File: src/rtl/key_pkg.sv
// Shared constants for the key front-end: idle/pressed levels and default
// filter lengths derived from the system clock rate.
package key_pkg;

  localparam logic KEY_IDLE    = 1'b1;
  localparam logic KEY_PRESSED = 1'b0;

  localparam int CLK_FREQ_HZ      = 50_000_000;
  localparam int DEBOUNCE_CNT_DEF = CLK_FREQ_HZ / 50;  // 20 ms
  localparam int LONG_CNT_DEF     = CLK_FREQ_HZ;       // 1 s

endpackage

File: src/rtl/key_debounce_ch.sv
// One key channel: 2-flop synchroniser, stability counter, debounced level and
// press/release strobes. KEY_LONG_PRESS_EN adds a hold counter and key_long.
module key_debounce_ch
  import key_pkg::*;
#(
  parameter int DEBOUNCE_CNT = DEBOUNCE_CNT_DEF
`ifdef KEY_LONG_PRESS_EN
  ,
  parameter int LONG_CNT     = LONG_CNT_DEF
`endif
) (
  input  logic sys_clk,
  input  logic sys_rst,
  input  logic key_raw,
  output logic key_db,
  output logic key_press,
  output logic key_release
`ifdef KEY_LONG_PRESS_EN
  ,
  output logic key_long
`endif
);

  localparam int CNT_W = $clog2(DEBOUNCE_CNT);

  logic             sync_p0;
  logic             sync_p1;
  logic [CNT_W-1:0] cnt;

  // Stage p0/p1: synchroniser, the only flops that see key_raw
  always_ff @(posedge sys_clk or negedge sys_rst) begin
    if (!sys_rst) begin
      sync_p0 <= KEY_IDLE;
      sync_p1 <= KEY_IDLE;
    end else begin
      sync_p0 <= key_raw;
      sync_p1 <= sync_p0;
    end
  end

  // Filter stage: accept a new level only after DEBOUNCE_CNT unbroken cycles
  always_ff @(posedge sys_clk or negedge sys_rst) begin
    if (!sys_rst) begin
      cnt         <= '0;
      key_db      <= KEY_IDLE;
      key_press   <= 1'b0;
      key_release <= 1'b0;
    end else begin
      key_press   <= 1'b0;
      key_release <= 1'b0;
      if (sync_p1 == key_db) begin
        cnt <= '0;
      end else if (cnt == CNT_W'(DEBOUNCE_CNT - 1)) begin
        cnt         <= '0;
        key_db      <= sync_p1;
        key_press   <= (sync_p1 == KEY_PRESSED);
        key_release <= (sync_p1 == KEY_IDLE);
      end else begin
        cnt <= cnt + 1'b1;
      end
    end
  end

`ifdef KEY_LONG_PRESS_EN
  localparam int LONG_W = $clog2(LONG_CNT);

  logic [LONG_W-1:0] hold_cnt;
  logic              hold_done;

  // Hold stage: one key_long pulse per press, counter parks until release
  always_ff @(posedge sys_clk or negedge sys_rst) begin
    if (!sys_rst) begin
      hold_cnt  <= '0;
      hold_done <= 1'b0;
      key_long  <= 1'b0;
    end else begin
      key_long <= 1'b0;
      if (key_db == KEY_IDLE) begin
        hold_cnt  <= '0;
        hold_done <= 1'b0;
      end else if (!hold_done) begin
        if (hold_cnt == LONG_W'(LONG_CNT - 1)) begin
          key_long  <= 1'b1;
          hold_done <= 1'b1;
        end else begin
          hold_cnt <= hold_cnt + 1'b1;
        end
      end
    end
  end
`endif

endmodule

File: src/rtl/key_debounce.sv
// Push-button front end: KEY_NUM independent debounce channels producing a clean
// active-low key vector plus strobes. Define KEY_LONG_PRESS_EN for key_long.
module key_debounce
  import key_pkg::*;
#(
  parameter int KEY_NUM      = 2,
  parameter int DEBOUNCE_CNT = DEBOUNCE_CNT_DEF
`ifdef KEY_LONG_PRESS_EN
  ,
  parameter int LONG_CNT     = LONG_CNT_DEF
`endif
) (
  input  logic               sys_clk,
  input  logic               sys_rst,
  input  logic [KEY_NUM-1:0] keys_raw,
  output logic [KEY_NUM-1:0] keys_db,
  output logic [KEY_NUM-1:0] key_press,
  output logic [KEY_NUM-1:0] key_release
`ifdef KEY_LONG_PRESS_EN
  ,
  output logic [KEY_NUM-1:0] key_long
`endif
);

  if (DEBOUNCE_CNT < 2) begin : g_bad_cnt
    $error("key_debounce: DEBOUNCE_CNT must be at least 2");
  end

  for (genvar i = 0; i < KEY_NUM; i++) begin : g_ch
    key_debounce_ch #(
      .DEBOUNCE_CNT (DEBOUNCE_CNT)
`ifdef KEY_LONG_PRESS_EN
      ,
      .LONG_CNT     (LONG_CNT)
`endif
    ) u_ch (
      .sys_clk     (sys_clk),
      .sys_rst     (sys_rst),
      .key_raw     (keys_raw[i]),
      .key_db      (keys_db[i]),
      .key_press   (key_press[i]),
      .key_release (key_release[i])
`ifdef KEY_LONG_PRESS_EN
      ,
      .key_long    (key_long[i])
`endif
    );
  end

endmodule

File: config.mk
export PLATFORM = sky130hd
export DESIGN_NAME = key_debounce
export DESIGN_NICKNAME = d
export VERILOG_FILES = /design/src/rtl/key_pkg.sv /design/src/rtl/key_debounce_ch.sv /design/src/rtl/key_debounce.sv
export SDC_FILE = /design/constraint.sdc
export NUM_CORES = 1
export LEC_CHECK = 0
export CAP_MARGIN = 20
export CORE_MARGIN = 4
export CORE_UTILIZATION = 50
export CTS_CLUSTER_SIZE = 12
export DETAILED_ROUTE_END_ITERATION = 12
export GPL_ROUTABILITY_DRIVEN = 1
export PLACE_DENSITY_LB_ADDON = 0.08
export SYNTH_ARGS = -nofsm -noshare
export SYNTH_HDL_FRONTEND = slang
export SYNTH_HIERARCHICAL = 1
export SYNTH_SLANG_ARGS = --single-unit
File: constraint.sdc
create_clock -name sys_clk -period 2.4 [get_ports sys_clk]
set_clock_uncertainty 0.1 [all_clocks]
set_input_delay 0.24 -clock sys_clk [delete_from_list [all_inputs] [get_ports sys_clk]]
set_output_delay 0.24 -clock sys_clk [all_outputs]
set_load 0.1 [all_outputs]
==> results.txt <==
The depth of the worst register-to-register path is 5. The terminus of the critical flop-to-flop path is g_ch[0].u_ch/cnt[18]$_DFF_PN0_. The depth of the CTS H-tree is 2. The count of different cell masters after synthesis is 30. Once the clock tree was built, the setup fixing pass inserted 0 buffers.

The number of DRC markers after the initial detailed-route iteration is about 130. The area growth from synthesis to layout came out at 11.00%. For this run, design rule violations remaining after detail routing come to 0. The start-to-end type of the worst setup path is flop to flop. Before antenna repair, the detailed router went through 4 iterations. The number of antenna diodes in the final layout is 0. The portion of synthesized area spent on multiplexers is 0.009564. The worst ir drop on vdd came out at about 0.36 mV. The flow ran to the end, and the final reports show no timing, DRC or antenna violations. The headroom to the max-slew limit is 0.5806. The via count of the first global-routing pass was 1,532. The count of standard-cell rows is 24. The routed wire length per instance is 14.19 µm. The destination of the worst hold path is g_ch[1].u_ch/sync_p0$_DFF_PN1_. The final period utilization is 0.9423. At the end of the flow, the number of nets in the layout was between 200 and 250. The CTS buffer count came out at 5. The number of antenna violations at the first check in global routing is 0.

The number of maximum-capacitance violations came out at 0. The first-pass GRT wire length is around 7.2 mm. The total overflow left after global routing is 0. The area of the placeable core came out at 4444 µm². The cell area after synthesis is 2355 µm². The pin slew with the least headroom to its limit is approximately 0.63 ns. The data arrival time of the critical path is around 2.4 ns. The fraction of the mapped netlist area in compound gates came out at 0.08502. The clock network latency to the later pin of the worst-skew pair came out at a little under 0.3 ns. In this run the register-to-register setup slack is around 0.14 ns. The average cell area after synthesis is approximately 10 µm². In this run the worst hold path is classified as input pin to flop. The synthesized design spends more area on one cell type than any other, namely sky130_fd_sc_hd__dfrtp_1. The fraction of layout instances using a drive strength above 1 is 0.1901. The routability congestion estimate came out at 0.8216. The net count after synthesis came out at approximately 240. The worst path setup slack after routing is 0.1385 ns. The sort of element at the end of the critical path is a flop. Setup violations remaining at the end of the flow were counted as 0. The detail route stage leaves a number of antenna-violating nets equal to 0. Subtracting the final worst setup slack from the clock period gives between 2 and 2.5 ns.

The floorplan step defined a die boundary enclosing just under 6000 µm². In this run the critical register-to-register path is launched from g_ch[0].u_ch/cnt[0]$_DFF_PN0_. STA classifies the critical path startpoint as a flop. The timing-limited maximum frequency is between 400 and 500 MHz.

The final wirelength came out at between 4 and 5 mm. Yosys attributes the largest share of cell area to sky130_fd_sc_hd__dfrtp_1 47%, sky130_fd_sc_hd__dfstp_2 6.7%, sky130_fd_sc_hd__xnor2_1 4.5%, sky130_fd_sc_hd__nor2_1 4.1%, sky130_fd_sc_hd__or4_1 3.8%. The power density over the cells came out at 622.9 nW/µm².

By area, the combinational part of the netlist is dominated by simple AND/OR/NAND/NOR gates. The startpoint identified for the worst hold timing path is keys_raw[1]. The via count of the routed design came out at about 1,700. The post-detailed-placement half-perimeter wirelength is around 2.8 mm. The number of buffers on the longest clock path came out at 2. The simple-gate portion of the synthesized area came out at 0.2391. The summed negative setup slack over all endpoints came out at 0 ns. The post-synthesis instance total is approximately 230. The maximum number of pins on one net before global-route repair is 51. The initial utilization of the core area, before any placement, comes to 0.5298.

The overall routing resource usage came out at 0.1499. TritonCTS built the clock tree. Setup repair after global routing left no endpoint under its margin. The depth of the worst hold-timing path is 1. The hold slack came out at 0.2444 ns. The xor/xnor cell area share of the yosys netlist came out at 0.08183. The post-synthesis adder-cell area fraction is 0.01063. The post-synthesis sequential area ratio is 0.5345. The flip-flop and latch count after synthesis came out at 50. The number of top-level pins came out at 10.

The root buffer cell chosen for the clock tree is sky130_fd_sc_hd__clkbuf_8. The final-report hold violation count came out at 0. The leading cell type in the layout, fill and taps excluded is sky130_fd_sc_hd__dfrtp_1. The worst slack at placement is around 0.13 ns.

The library cells used most frequently in the layout, excluding fill and tap cells, are 44 x sky130_fd_sc_hd__dfrtp_1, 26 x sky130_fd_sc_hd__nor2_1, 16 x sky130_fd_sc_hd__nand3_1. The cell total after placement came out at about 290. The clock drives 50 sinks. The largest fanout on the critical path is 8. The final-report max-slew violation count came out at 0. Summed over all cells, the static leakage comes to approximately 0.0010 µW. The number of non-filler instances in the completed layout is a little under 300.

The ratio of routed vias to standard cells came out at 5.810. For the worst setup path, the data required time is 2.52 ns. The yosys synthesis warning count is 6. The count of input and output buffers came out at 9.

The number of inserted filler cells in the final layout is 356. The clock slew seen by the registers of the worst setup and hold paths came out at around 0.09 ns. The x dimension of the die came out at approximately 77 µm. Of the post-synthesis cell area, the dominant cell type holds 0.4676. The die is 76.63 µm tall.
==> repair_timing <==
item / 4_1_cts / 5_1_grt
endpoints found under the hold margin: 44 / 0
setup endpoints to repair: 0 / 3
resized for setup: 0 / 1
hold buffers: 1 / 0
==> power by group <==
group / switching (µW) / internal (µW)
Sequential: 12.8 / 856
Clock: 263 / 444
Combinational: 35.7 / 16.6
Total: 311 / 1320
==> cell usage after synthesis <==
master	n
sky130_fd_sc_hd__dfrtp_1	44
sky130_fd_sc_hd__nor2_1	26
sky130_fd_sc_hd__nand3_1	16
sky130_fd_sc_hd__a21oi_1	14
sky130_fd_sc_hd__inv_1	12
sky130_fd_sc_hd__or4_1	12
sky130_fd_sc_hd__xnor2_1	12
sky130_fd_sc_hd__nand2_1	10
sky130_fd_sc_hd__o21ai_0	10
sky130_fd_sc_hd__xor2_1	10
sky130_fd_sc_hd__buf_2	8
sky130_fd_sc_hd__dfstp_2	6
sky130_fd_sc_hd__o31ai_1	6
sky130_fd_sc_hd__or3_2	6
sky130_fd_sc_hd__nand4_1	4
sky130_fd_sc_hd__nor3_1	4
sky130_fd_sc_hd__nor3b_1	4
sky130_fd_sc_hd__or3_1	4
sky130_fd_sc_hd__a21oi_2	2
sky130_fd_sc_hd__a31o_2	2
sky130_fd_sc_hd__and2_1	2
sky130_fd_sc_hd__and3_2	2
sky130_fd_sc_hd__clkbuf_1	2
sky130_fd_sc_hd__ha_1	2
sky130_fd_sc_hd__mux2_2	2
sky130_fd_sc_hd__nand3_2	2
sky130_fd_sc_hd__nor4_1	2
sky130_fd_sc_hd__or2_2	2
sky130_fd_sc_hd__or4_2	2
sky130_fd_sc_hd__or4_4	2
==> area by class of cell <==
| class | instances | area, µm² | share of cell area |
|---|---|---|---|
| inverters | 12 | 45.04 | 0.01723 |
| clock buffers | 6 | 82.58 | 0.03159 |
| well taps | 52 | 65.06 | 0.02489 |
| flip-flops and latches | 50 | 1259 | 0.4816 |
| clock inverters | 2 | 60.06 | 0.02298 |
| multi-input cells | 160 | 1007 | 0.3854 |
| repair buffers | 12 | 95.09 | 0.03638 |
==> stage by stage <==
step                area, µm²  power, µW    util
detailed placement       2457      937.6  0.5529
global placement         2457      935.1  0.5529
finish                   2614       1628  0.5881
floorplan                2355      909.2       -
CTS                      2610       1653  0.5873
global route             2614       1708  0.5881
==> critical path, cell delays in order (launching register included) <==
cell and delay [ns]:
sky130_fd_sc_hd__dfrtp_1 0.41, sky130_fd_sc_hd__ha_1 0.25, sky130_fd_sc_hd__nand2_1 0.11, sky130_fd_sc_hd__or4_1 0.66
sky130_fd_sc_hd__or4_4 0.53, sky130_fd_sc_hd__a21oi_2 0.14
==> how the worst max path moves through the flow <==
| stage | startpoint | to | depth (start not counted) |
|---|---|---|---|
| after floorplan | g_ch[0].u_ch/cnt[0]$_DFF_PN0_ | g_ch[0].u_ch/cnt[18]$_DFF_PN0_ | 6 |
| after global placement | g_ch[0].u_ch/cnt[0]$_DFF_PN0_ | g_ch[0].u_ch/cnt[18]$_DFF_PN0_ | 5 |
| after detailed placement | g_ch[1].u_ch/cnt[0]$_DFF_PN0_ | g_ch[1].u_ch/cnt[18]$_DFF_PN0_ | 5 |
| after CTS | g_ch[1].u_ch/cnt[0]$_DFF_PN0_ | g_ch[1].u_ch/cnt[18]$_DFF_PN0_ | 5 |
| after global routing | g_ch[0].u_ch/cnt[0]$_DFF_PN0_ | g_ch[0].u_ch/cnt[18]$_DFF_PN0_ | 5 |
| final | g_ch[0].u_ch/cnt[0]$_DFF_PN0_ | g_ch[0].u_ch/cnt[18]$_DFF_PN0_ | 5 |
==> sequential cells by signal (all words and copies together), names as in the netlist <==
register / count
g_ch.u_ch/key_press: 2
g_ch.u_ch/sync_p1: 2
g_ch.u_ch/key_db: 2
g_ch.u_ch/key_release: 2
g_ch.u_ch/sync_p0: 2
g_ch.u_ch/cnt: 40
==> cell families after synthesis <==
group	after synthesis
AO/OA/AOI/OAI	34
multiplexers	2
XOR/XNOR	22
buffers and inverters	22
flip-flops	50
AND/OR/NAND/NOR	100
adder cells (fa/ha/maj)	2
==> layer usage <==
| metal | up-vias | share of wire | GRT usage | wire, µm |
|---|---|---|---|---|
| met4 | 0 | 0.0079 | 0.04167 | 33 |
| met1 | 840 | 0.50 | 0.2180 | 2070 |
| met5 | - | 0 | 0 | 0 |
| met2 | 33 | 0.46 | 0.2241 | 1913 |
| li1 | 831 | - | - | - |
| met3 | 4 | 0.037 | 0.03546 | 156 |
(Power assumes the default switching activity.)
